[config.mk]
export PLATFORM = sky130hd
export DESIGN_NAME = op_fetch_sequencer_flat
export DESIGN_NICKNAME = d
export VERILOG_FILES = /design/src/rtl/opfetch_pkg.sv /design/src/rtl/op_fetch_sequencer_if.sv /design/src/rtl/op_fetch_sequencer_op_pair_reg.sv /design/src/rtl/op_fetch_sequencer.sv /design/src/flat_wrapper.sv
export SDC_FILE = /design/constraint.sdc
export NUM_CORES = 1
export LEC_CHECK = 0
export ABC_AREA = 1
export CAP_MARGIN = 20
export CORE_MARGIN = 10
export CORE_UTILIZATION = 38
export CTS_CLUSTER_SIZE = 24
export DETAILED_ROUTE_END_ITERATION = 12
export PLACE_DENSITY_LB_ADDON = 0.08
export SYNTH_ARGS = -nofsm -noshare
export SYNTH_HDL_FRONTEND = slang
export SYNTH_SLANG_ARGS = --single-unit
[constraint.sdc]
create_clock -name clk -period 3.02 [get_ports clk]
set_input_delay 0.604 -clock clk [delete_from_list [all_inputs] [get_ports clk]]
set_output_delay 0.604 -clock clk [all_outputs]
set_load 0.02 [all_outputs]
[src/rtl/opfetch_pkg.sv]
// rtl/opfetch_pkg.sv - shared widths and FSM state encoding for the operand fetch path
package opfetch_pkg;

    localparam int ROM_ADDR_W = 4;
    localparam int OP_W       = 32;

    typedef enum logic [1:0] {
        ST_IDLE    = 2'd0,
        ST_FETCH   = 2'd1,
        ST_PRESENT = 2'd2,
        ST_DONE    = 2'd3
    } state_t;

endpackage

[src/rtl/op_fetch_sequencer_if.sv]
// rtl/op_fetch_sequencer_if.sv - operand ROM bus plus operand-pair valid/ready handshake
interface op_fetch_sequencer_if
    import opfetch_pkg::*;
#(
    parameter int ADDR_W = ROM_ADDR_W,
    parameter int DATA_W = OP_W
);

    logic              en_ROM;
    logic [ADDR_W-1:0] addr_ROM;
    logic [DATA_W-1:0] d_op1;
    logic [DATA_W-1:0] d_op2;
    logic              op_valid;
    logic              op_ready;
    logic [DATA_W-1:0] op1;
    logic [DATA_W-1:0] op2;
    logic [ADDR_W-1:0] op_idx;

    modport master (
        output en_ROM, addr_ROM, op_valid, op1, op2, op_idx,
        input  d_op1, d_op2, op_ready
    );

    modport slave (
        input  en_ROM, addr_ROM, op_valid, op1, op2, op_idx,
        output d_op1, d_op2, op_ready
    );

endinterface

[src/rtl/op_fetch_sequencer_op_pair_reg.sv]
// rtl/op_fetch_sequencer_op_pair_reg.sv - capture register for one operand pair and its source address
module op_pair_reg
    import opfetch_pkg::*;
#(
    parameter int ADDR_W = ROM_ADDR_W,
    parameter int DATA_W = OP_W
) (
    input  logic              clk,
    input  logic              rst_n,
    input  logic              load,
    input  logic [DATA_W-1:0] d_op1,
    input  logic [DATA_W-1:0] d_op2,
    input  logic [ADDR_W-1:0] idx,
    output logic [DATA_W-1:0] op1,
    output logic [DATA_W-1:0] op2,
    output logic [ADDR_W-1:0] op_idx
);

    always_ff @(posedge clk) begin
        if (!rst_n) begin
            op1    <= '0;
            op2    <= '0;
            op_idx <= '0;
        end else if (load) begin
            op1    <= d_op1;
            op2    <= d_op2;
            op_idx <= idx;
        end
    end

endmodule

[src/rtl/op_fetch_sequencer.sv]
// rtl/op_fetch_sequencer.sv - walks both operand ROMs and hands pairs to the ALU; OPFETCH_LOOP_EN selects continuous wrap
module op_fetch_sequencer
    import opfetch_pkg::*;
#(
    parameter int                ADDR_W    = ROM_ADDR_W,
    parameter int                DATA_W    = OP_W,
    parameter logic [ADDR_W-1:0] LAST_ADDR = '1
) (
    input  logic                 clk,
    input  logic                 rst_n,
    input  logic                 start,
    input  logic                 abort,
    op_fetch_sequencer_if.master bus,
    output logic                 busy,
    output logic                 done
);

    state_t            state_q;
    state_t            state_d;
    logic [ADDR_W-1:0] addr_q;
    logic [ADDR_W-1:0] addr_d;
    logic              load;
    logic              rom_en;
    logic              pair_valid;
    logic [DATA_W-1:0] op1_q;
    logic [DATA_W-1:0] op2_q;
    logic [ADDR_W-1:0] op_idx_q;

`ifdef OPFETCH_LOOP_EN
    logic wrap_q;
    logic wrap_d;

    // done is reported during the FETCH that follows a wrap
    always_ff @(posedge clk) begin
        if (!rst_n) begin
            wrap_q <= 1'b0;
        end else begin
            wrap_q <= wrap_d;
        end
    end

    assign done = wrap_q;
`else
    assign done = (state_q == ST_DONE);
`endif

    always_ff @(posedge clk) begin
        if (!rst_n) begin
            state_q <= ST_IDLE;
            addr_q  <= '0;
        end else begin
            state_q <= state_d;
            addr_q  <= addr_d;
        end
    end

    always_comb begin
        state_d    = state_q;
        addr_d     = addr_q;
        load       = 1'b0;
        rom_en     = 1'b0;
        pair_valid = 1'b0;
`ifdef OPFETCH_LOOP_EN
        wrap_d     = 1'b0;
`endif
        case (state_q)
            ST_IDLE: begin
                if (start) begin
                    state_d = ST_FETCH;
                    addr_d  = '0;
                end
            end
            ST_FETCH: begin
                rom_en = 1'b1;
                if (abort) begin
                    state_d = ST_IDLE;
                    addr_d  = '0;
                end else begin
                    load    = 1'b1;
                    state_d = ST_PRESENT;
                end
            end
            ST_PRESENT: begin
                pair_valid = 1'b1;
                // abort beats a simultaneous handshake: the pair is treated as not consumed
                if (abort) begin
                    state_d = ST_IDLE;
                    addr_d  = '0;
                end else if (bus.op_ready) begin
                    if (addr_q == LAST_ADDR) begin
`ifdef OPFETCH_LOOP_EN
                        state_d = ST_FETCH;
                        addr_d  = '0;
                        wrap_d  = 1'b1;
`else
                        state_d = ST_DONE;
`endif
                    end else begin
                        state_d = ST_FETCH;
                        addr_d  = addr_q + ADDR_W'(1);
                    end
                end
            end
            ST_DONE: begin
                state_d = ST_IDLE;
                addr_d  = '0;
            end
            default: begin
                state_d = ST_IDLE;
                addr_d  = '0;
            end
        endcase
    end

    op_pair_reg #(
        .ADDR_W (ADDR_W),
        .DATA_W (DATA_W)
    ) u_pair (
        .clk    (clk),
        .rst_n  (rst_n),
        .load   (load),
        .d_op1  (bus.d_op1),
        .d_op2  (bus.d_op2),
        .idx    (addr_q),
        .op1    (op1_q),
        .op2    (op2_q),
        .op_idx (op_idx_q)
    );

    assign bus.en_ROM   = rom_en;
    assign bus.addr_ROM = addr_q;
    assign bus.op_valid = pair_valid;
    assign bus.op1      = op1_q;
    assign bus.op2      = op2_q;
    assign bus.op_idx   = op_idx_q;
    assign busy         = (state_q != ST_IDLE);

endmodule

[src/flat_wrapper.sv]
// flat-port wrapper written by rule: the top's interface ports become plain ports
module op_fetch_sequencer_flat import opfetch_pkg::*;
#(
    parameter int                ADDR_W    = ROM_ADDR_W,
    parameter int                DATA_W    = OP_W,
    parameter logic [ADDR_W-1:0] LAST_ADDR = '1
)
  (clk, rst_n, start, abort, busy, done, bus_en_ROM, bus_addr_ROM, bus_op_valid, bus_op1, bus_op2, bus_op_idx, bus_d_op1, bus_d_op2, bus_op_ready);
  op_fetch_sequencer_if #(.ADDR_W(ADDR_W), .DATA_W(DATA_W)) bus_i ();
  input  logic clk;
  input  logic rst_n;
  input  logic start;
  input  logic abort;
  output logic busy;
  output logic done;
  output wire logic [$bits(bus_i.en_ROM)-1:0] bus_en_ROM;
  output wire logic [$bits(bus_i.addr_ROM)-1:0] bus_addr_ROM;
  output wire logic [$bits(bus_i.op_valid)-1:0] bus_op_valid;
  output wire logic [$bits(bus_i.op1)-1:0] bus_op1;
  output wire logic [$bits(bus_i.op2)-1:0] bus_op2;
  output wire logic [$bits(bus_i.op_idx)-1:0] bus_op_idx;
  input wire logic [$bits(bus_i.d_op1)-1:0] bus_d_op1;
  input wire logic [$bits(bus_i.d_op2)-1:0] bus_d_op2;
  input wire logic [$bits(bus_i.op_ready)-1:0] bus_op_ready;
  assign bus_en_ROM = bus_i.en_ROM;
  assign bus_addr_ROM = bus_i.addr_ROM;
  assign bus_op_valid = bus_i.op_valid;
  assign bus_op1 = bus_i.op1;
  assign bus_op2 = bus_i.op2;
  assign bus_op_idx = bus_i.op_idx;
  assign bus_i.d_op1 = bus_d_op1;
  assign bus_i.d_op2 = bus_d_op2;
  assign bus_i.op_ready = bus_op_ready;
  op_fetch_sequencer #(.ADDR_W(ADDR_W), .DATA_W(DATA_W), .LAST_ADDR(LAST_ADDR)) u_core (.clk(clk), .rst_n(rst_n), .start(start), .abort(abort), .bus(bus_i), .busy(busy), .done(done));
endmodule
# --- After elaboration in Yosys (flattened, before gate mapping) ---
# Cells that the tools add are included.
totals:
  elab_cells: 34
  in_bits: 69
  ff_bits: 74
  output_inout_bits: 76
classes:
  n_reduce_logical: 4
  n_eq_ne: 8
  muxes: 16
  n_addsub: 1
ops:
  columns: ["operator", "n"]
  rows:
  - ["$mux 4", 5]
  - ["$pmux 4 s4", 1]
  - ["$mux 2", 5]
  - ["$pmux 2 s4", 1]
  - ["$ne 3x3->1 const B", 2]
  - ["$add 4x1->4 const B", 1]
  - ["$eq 2x2->1 const B", 2]
  - ["$eq 4x4->1 const B", 1]
  - ["$mux 1", 4]
  - ["$ne 2x2->1 const B", 2]
  - ["$reduce_and 4->1", 1]
  - ["$eq 2x1->1 const B", 1]
  - ["$logic_not 2->1", 1]
  - ["$reduce_and 2->1", 1]
  - ["$reduce_bool 2->1", 1]

# --- Longest topological paths before layout ---
# Gate-level depths: netlist (run 1).
depth:
  word_depth: 5
  ltp_mapped: 9
  depth_no_buf: 8

# --- By module ---
# A second synthesis (run 1) with hierarchy kept.
unflattened:
  hier_cells: 494
  hier_area_um2: 3180.6
by_module_without_submodules:
  columns: ["module", "instances", "seq_area_each_um2", "cells_each", "area_each_um2"]
  rows:
  - ["op_pair_reg", 1, 1361.3, 431, 2793.9]
  - ["op_fetch_sequencer", 1, 120.1, 63, 386.6]

# --- Least setup slack after synthesis (run 1) ---
# Ideal clock, no wire load.
synth_path:
  kind: "input to register"
  from: "input abort"
  to: "register u_core.addr_q[0], in the netlist u_core.bus.addr_ROM[0]"
  setup_ns: 0.113
  path_stages: 5
  t_required_ns: 2.907
  path_slack_ns: 1.638
  n_path_buf: 0
  t_arrival_ns: 1.269
  cell_sequence: "or2_2 -> o21ai_2 -> nor2_4 -> nor2_1 -> nor2_1"
synth_between:
  elab_chain_len: 2
  word_cells_on_any_way: 6
  cone_classes: "eq/ne (3); mux (2); reduce/logical (1)"
synth_lines:
  columns: ["element", "line", "source"]
  rows:
  - ["from (decl)", "flat_wrapper.sv:13", "input logic abort;"]
  - ["$ne 3x3->1 (no line) (tied with other cells)", null, null]
  - ["$reduce_and 4->1 (no line) or $pmux 4 s4 (tied branches)", null, null]
  - ["to (signal assigned)", "op_fetch_sequencer.sv:53", "addr_q <= addr_d;"]
  - ["to (decl)", "op_fetch_sequencer.sv:20", "logic [ADDR_W-1:0] addr_q;"]
# Several ways; a longest one is shown, not always the timed one.
# A chain may end at the register's enable or synchronous reset.

# --- Worst setup path in the final report (run 1) ---
layout_path:
  from: "register u_core.state_q[1]"
  to: "output bus_op_valid"
layout_between:
  elab_chain_len: 2
layout_lines:
  columns: ["element", "line", "source"]
  rows:
  - ["from (decl)", "op_fetch_sequencer.sv:18", "state_t state_q;"]
  - ["from (signal assigned)", "op_fetch_sequencer.sv:52", "state_q <= state_d;"]
  - ["$eq 2x2->1", "op_fetch_sequencer.sv:66", "case (state_q)"]
  - ["$mux 1", "op_fetch_sequencer.sv:66", null]
  - ["to (decl)", "flat_wrapper.sv:18", "output wire logic [$bits(bus_i.op_valid)-1:0] bus_op_valid;"]
# Every way passes these cells.

==> results of run 1 <==
worst max-delay path, stage by stage (launching register included):
cell and delay (ps):
dfxtp_1 440, nand2_1 150, inv_1 80, clkdlybuf4s50_1 620
power breakdown:
group	switching [mW]	total, mW	internal, mW
logic	0.216	0.430	0.213
clock network	0.348	1.00	0.654
registers	0.0327	1.06	1.03
layout make-up:
class | instances | share of cell area, %
clock inverter | 5 | 2.79
inverter | 12 | 1.06
tap | 96 | 2.68
sequential | 74 | 33.1
clock buffer | 11 | 3.16
multi-input combinational | 248 | 24.3
timing repair buffer | 148 | 32.9
synthesized netlist by cell type:
cell type  instances
inv_1              8
o21ai_0            1
or2_2              1
nand2_4            1
buf_2              9
o21ai_2            2
a211oi_1           1
nand2_1          149
o21bai_1           1
clkbuf_1           7
a21oi_1           69
buf_4              3
buf_6              2
nand4_1            1
dfxtp_1           74
nor2_1            11
nand3_1            5
inv_4              1
or2_1              1
nor3_1             1
inv_2              3
ha_1               1
nor2_4             3
path summary, 6_finish.rpt:
check | endpoint | slack (ps) | cells after the start
worst max register to register | u_core.bus.addr_ROM[3] | 1250 | 8
worst min-delay path | u_core.u_pair.op_idx[0] | 460 | 2
worst min register to register | u_core.u_pair.op_idx[0] | 460 | 2
worst max-delay path | bus_op_valid | 780 | 3
metrics by stage:
stage | area (um2) | hold WS, ps | setup WS, ps | cells
floorplan | 2740 | 540 | 1640 | 355
global placement | 4210 | 451 | 543 | 578
detailed placement | 4210 | 455 | 540 | 578
CTS | 4480 | 467 | 761 | 594
global route | 4480 | 483 | 654 | 594
finish | 4480 | 464 | 784 | 594
metal layers:
metal	vias up	part of all wire, %	GRT usage [%]
li1	1402	-	-
met1	1237	42	16.5
met2	102	46	24.1
met3	10	11	8.78
met4	0	1.2	4.12
met5	-	0	0
registers in the layout, summed over array words and instances, names as in the netlist:
register	flops
u_core.state_q	2
u_core.u_pair.op1	32
u_core.u_pair.op2	32
u_core.bus.addr_ROM	4
u_core.u_pair.op_idx	4
cells by family (layout without fill, tap and decap cells):
group / count (synthesis) / count (layout) / synth area share [%]
AO/OA/AOI/OAI: 74 / 74 / 14.0
adder cells (fa/ha/maj): 1 / 1 / 0.457
buffers and inverters: 33 / 176 / 5.99
flip-flops: 74 / 74 / 54.2
AND/OR/NAND/NOR: 173 / 173 / 25.4
==> key figures, run 1 <==
Status
  • Outcome: finished clean

Finish
  • Area Growth Syn to Fin: 63.7%
  • Share of layout cells above drive strength 1: 6.02%
  • Layout Utilization: 64.8%
  • Ant. Diodes: 0
  • Final nets: 563
  • Leading cell type in the layout, fill and taps excluded: nand2_1
  • Multi-input logic area: 1090 um2
  • Final-layout fill cell count: 648
  • Storage cell area: 1480 um2
  • Most frequent cells in the layout: nand2_1, clkdlybuf4s50_1, dfxtp_1

Detailed routing
  • Post-route DRC violation count: 0
  • Routed WL per cell: 14.2 um
  • Detailed-route vias per instance: 4.63
  • ANT nets after route: 0
  • DRT Pass-1 Iters: 4
  • Routed wire length: 8430 um
  • Initial DRC Count: 85
  • Vias: 2751

Floorplan
  • Die height: 105 um
  • Initial core utilization: 39.6%
  • Core area: 6910 um2
  • Die width: 105 um
  • Row count: 30
  • # IOs: 145
  • Die ar.: 11000 um2

Worst setup path
  • Crit path kind: reg -> out
  • Crit. End Element: output port
  • FF-to-FF Start: u_core.state_q[1]
  • Max FO, Critical Path: 5
  • CP startpoint: u_core.state_q[1]
  • Crit path arrival time: 1630 ps
  • Required @ worst endpoint: 2420 ps
  • Type of origin of the critical path: register

Timing
  • Slew Limit Headroom: 56.7%
  • Worst-Margin Slew: 650 ps
  • RSZ-0062 raised after global routing: no
  • Setup TNS: 0 ps
  • Clock Skew: 5.60 ps
  • Final setup vio count: 0
  • Period Utilization, post-route: 74.0%
  • Minimum clock period: 2240 ps
  • Final hold vios: 0
  • Pins Over Slew Limit: 0
  • Peak Freq: 447 MHz

Job
  • MaxCap Viol Count: 0

Placement
  • DP HPWL: 6190 um
  • PortBufs: 144
  • RD Place Congestion: 0.760

Pwr
  • Maximum vdd ir drop: 0.345 mV
  • Total Power: 2.49 mW
  • Leak Pwr: 1.63 nW
  • Cell Pwr Density: 556 nW/um2

Global route
  • Initial antenna violation count: 0
  • Remaining global-route overflow: 0
  • Global-route wire length before repair: 13500 um
  • Vias in the first global route: 2672
  • GRT Resource Usage Total: 15.0%
  • Largest net degree at the start of global routing: 65

Clocking
  • CTS resizes: 0
  • CTS root buffer: clkbuf_8
  • Clock Pin Slew Worst Setup and Hold Paths: 70 ps
  • CTS tree: built
  • Cts hold-fix bufs: 0
  • CTS Sinks: 74
  • Clk buf depth: 2
  • Worst-skew pair later-pin latency: 340 ps
  • Post-CTS setup buffer count: 0
  • CTS buffer count: 9
  • H-Tree Depth: 3

Synthesis
  • Area fraction of the dominant cell type after synthesis: 54.2%
  • Area leader, netlist: dfxtp_1
  • Seq/Total Area, Yosys: 54.2%
  • Yosys reg bits: 74
  • Mean post-synth cell area: 7.70 um2
  • Synth area leaders: dfxtp_1, nand2_1, a21oi_1
  • Mapped Area: 2740 um2
  • Synth warnings: 0
  • Unique cell type count in the Yosys netlist: 23
  • Syn nets: 425
  • Mapped Cells: 355

Worst hold path
  • Hold path start: u_core.u_pair.op_idx[0]
  • Tightest Hold Check Type: reg -> reg
Power figures use the tool's default switching activity.
==> run 2, diff against run 1 <==
Settings changed: CORE_UTILIZATION 38 to 35.
Clock period 3.02 ns to 2 ns, I/O delays scaled along.
==> run 2 against run 1 <==
Net effect: clock skew is 0.74 ps lower; total power grew 40%; critical path depth is 2 lower; first-iteration DRC count fell by 7.1%; count of clock-buffer cells in the layout shrank 2; register-to-register slack got worse by 610 ps; die area rose by 6.9%; core utilization is 5.7 points lower; critical endpoint is now bus_addr_ROM[0]; combinational power is 57% higher; global-route usage is 1.2 points lower; non-clock buffer count is 4 higher; worst setup slack worse by 630 ps.
==> key figures, run 2 (synthesized netlist as in run 1, its figures left out) <==
Job
  • MaxCap Viol Count: 0

Global route
  • Largest net degree at the start of global routing: 37
  • Global-route wire length before repair: 13100 um
  • Remaining global-route overflow: 0
  • Initial antenna violation count: 0
  • GRT Resource Usage Total: 13.8%
  • Vias in the first global route: 2583

Timing
  • Slew Limit Headroom: 77.7%
  • Clock Skew: 4.85 ps
  • RSZ-0062 raised after global routing: no
  • Period Utilization, post-route: 92.1%
  • Setup TNS: 0 ps
  • Worst-Margin Slew: 334 ps
  • Peak Freq: 543 MHz
  • Final hold vios: 0
  • Final WS setup: 158 ps
  • Pins Over Slew Limit: 0
  • Final setup vio count: 0
  • Minimum clock period: 1840 ps

Worst setup path
  • Worst R2R End: u_core.bus.addr_ROM[1]
  • WP depth: 1
  • Slowest CP cell: clkdlybuf4s50_1
  • FF-to-FF setup slack: 640 ps
  • Crit path buf inv count: 1
  • Reg2Reg Depth: 6
  • Crit path kind: reg -> out
  • Crit-path cells: clkdlybuf4s50_1
  • CP Capture Point: bus_addr_ROM[0]
  • Critical path's top delay family: buffers and inverters
  • Crit. End Element: output port
  • Crit path arrival time: 1440 ps
  • Required @ worst endpoint: 1600 ps
  • Max FO, Critical Path: 7
  • Type of origin of the critical path: register
  • CP startpoint: u_core.bus.addr_ROM[0]
  • FF-to-FF Start: u_core.bus.addr_ROM[0]
  • Crit-path max cell delay: 660 ps

Finish
  • Leading cell type in the layout, fill and taps excluded: nand2_1
  • Biggest regs: u_core.u_pair.op1: 32 flops, u_core.u_pair.op2: 32 flops
  • Post-route cell area: 4520 um2
  • Final-layout fill cell count: 700
  • Area Growth Syn to Fin: 65.2%
  • Share of layout cells above drive strength 1: 6.79%
  • Most frequent cells in the layout: nand2_1, clkdlybuf4s50_1, dfxtp_1
  • Non-filler cells, final: 603
  • Ant. Diodes: 0
  • Final nets: 567

Floorplan
  • Core area: 7650 um2
  • Die height: 108 um
  • Initial core utilization: 35.8%
  • Die ar.: 11800 um2
  • # IOs: 145
  • Row count: 32
  • Die width: 108 um

Placement
  • RD Place Congestion: 0.794
  • DP HPWL: 6290 um
  • Worst slack, placed: 283 ps
  • PortBufs: 144
  • Post-DP Area: 4310 um2
  • Post-placement cell count: 588

Detailed routing
  • Vias: 2655
  • Post-route DRC violation count: 0
  • Routed wire length: 8370 um
  • Initial DRC Count: 79
  • DRT Pass-1 Iters: 4
  • ANT nets after route: 0
  • Detailed-route vias per instance: 4.40
  • Routed WL per cell: 13.9 um

Clocking
  • CTS Sinks: 74
  • Cts hold-fix bufs: 0
  • H-Tree Depth: 3
  • Clk buf depth: 2
  • Worst-skew pair later-pin latency: 330 ps
  • CTS tree: built
  • Clock Pin Slew Worst Setup and Hold Paths: 70 ps
  • Post-CTS setup buffer count: 0
  • CTS buffer count: 9
  • CTS root buffer: clkbuf_8

Pwr
  • Total Power: 3.49 mW
  • Leak Pwr: 1.68 nW
  • Cell Pwr Density: 772 nW/um2
  • Maximum vdd ir drop: 0.412 mV

Status
  • Outcome: finished clean

Worst hold path
  • Tightest Hold Check Type: reg -> reg
## run 2: layer usage
layer / track usage [%] / wire (um) / up-vias
met5: 0 / 0 / -
met4: 5.37 / 95 / 0
met3: 6.48 / 818 / 8
met2: 21.5 / 3920 / 83
met1: 16.2 / 3540 / 1154
li1: - / - / 1410
## run 2: metrics by stage
step / utilization, % / hold slack, ps
6_report: 59.1 / 463
5_1_grt: 59.1 / 482
4_1_cts: 59.0 / 466
3_5_place_dp: 56.4 / 454
3_3_place_gp: 56.4 / 451
2_1_floorplan: - / 520
## run 2: where the power goes
part           internal [mW]  leakage (nW)  total, mW  switching, mW
Combinational          0.342         0.973      0.675          0.333
Clock                  0.689         0.105       1.22          0.527
Sequential              1.55         0.601       1.60         0.0475
Total                   2.58          1.68       3.49          0.907
## run 2: final cells by class
type                    instances  area, um2  area share, %
repair buffers                152       1570           34.7
flip-flops and latches         74       1480           32.8
multi-input cells             248       1090           24.1
well taps                     102        128           2.82
clock buffers                   9        124           2.74
clock inverters                 6       82.6           1.83
inverters                      12       47.5           1.05
## run 2: what timing repair did
action                                  4_1_cts  5_1_grt
pin swaps                                     0        0
resized for setup                             2        2
endpoints found under the setup margin        2        2
## run 2: worst min-delay path by stage
| stage | startpoint | endpoint | slack (ps) | cells after the start |
|---|---|---|---|---|
| 2_1_floorplan | rst_n | u_core.bus.addr_ROM[1] | 520 | 2 |
| 3_3_place_gp | u_core.u_pair.op2[8] | u_core.u_pair.op2[8] | 450 | 2 |
| 3_5_place_dp | u_core.u_pair.op1[0] | u_core.u_pair.op1[0] | 450 | 2 |
| 4_1_cts | u_core.u_pair.op1[0] | u_core.u_pair.op1[0] | 470 | 2 |
| 5_1_grt | u_core.u_pair.op2[11] | u_core.u_pair.op2[11] | 480 | 2 |
| 6_report | u_core.u_pair.op2[15] | u_core.u_pair.op2[15] | 460 | 2 |
==> run 3, diff against run 2 <==
Settings changed: SKIP_LAST_GASP set to 1.
==> results of run 3 <==
The final DEF is identical to that of run 2; final timing and power are the same.
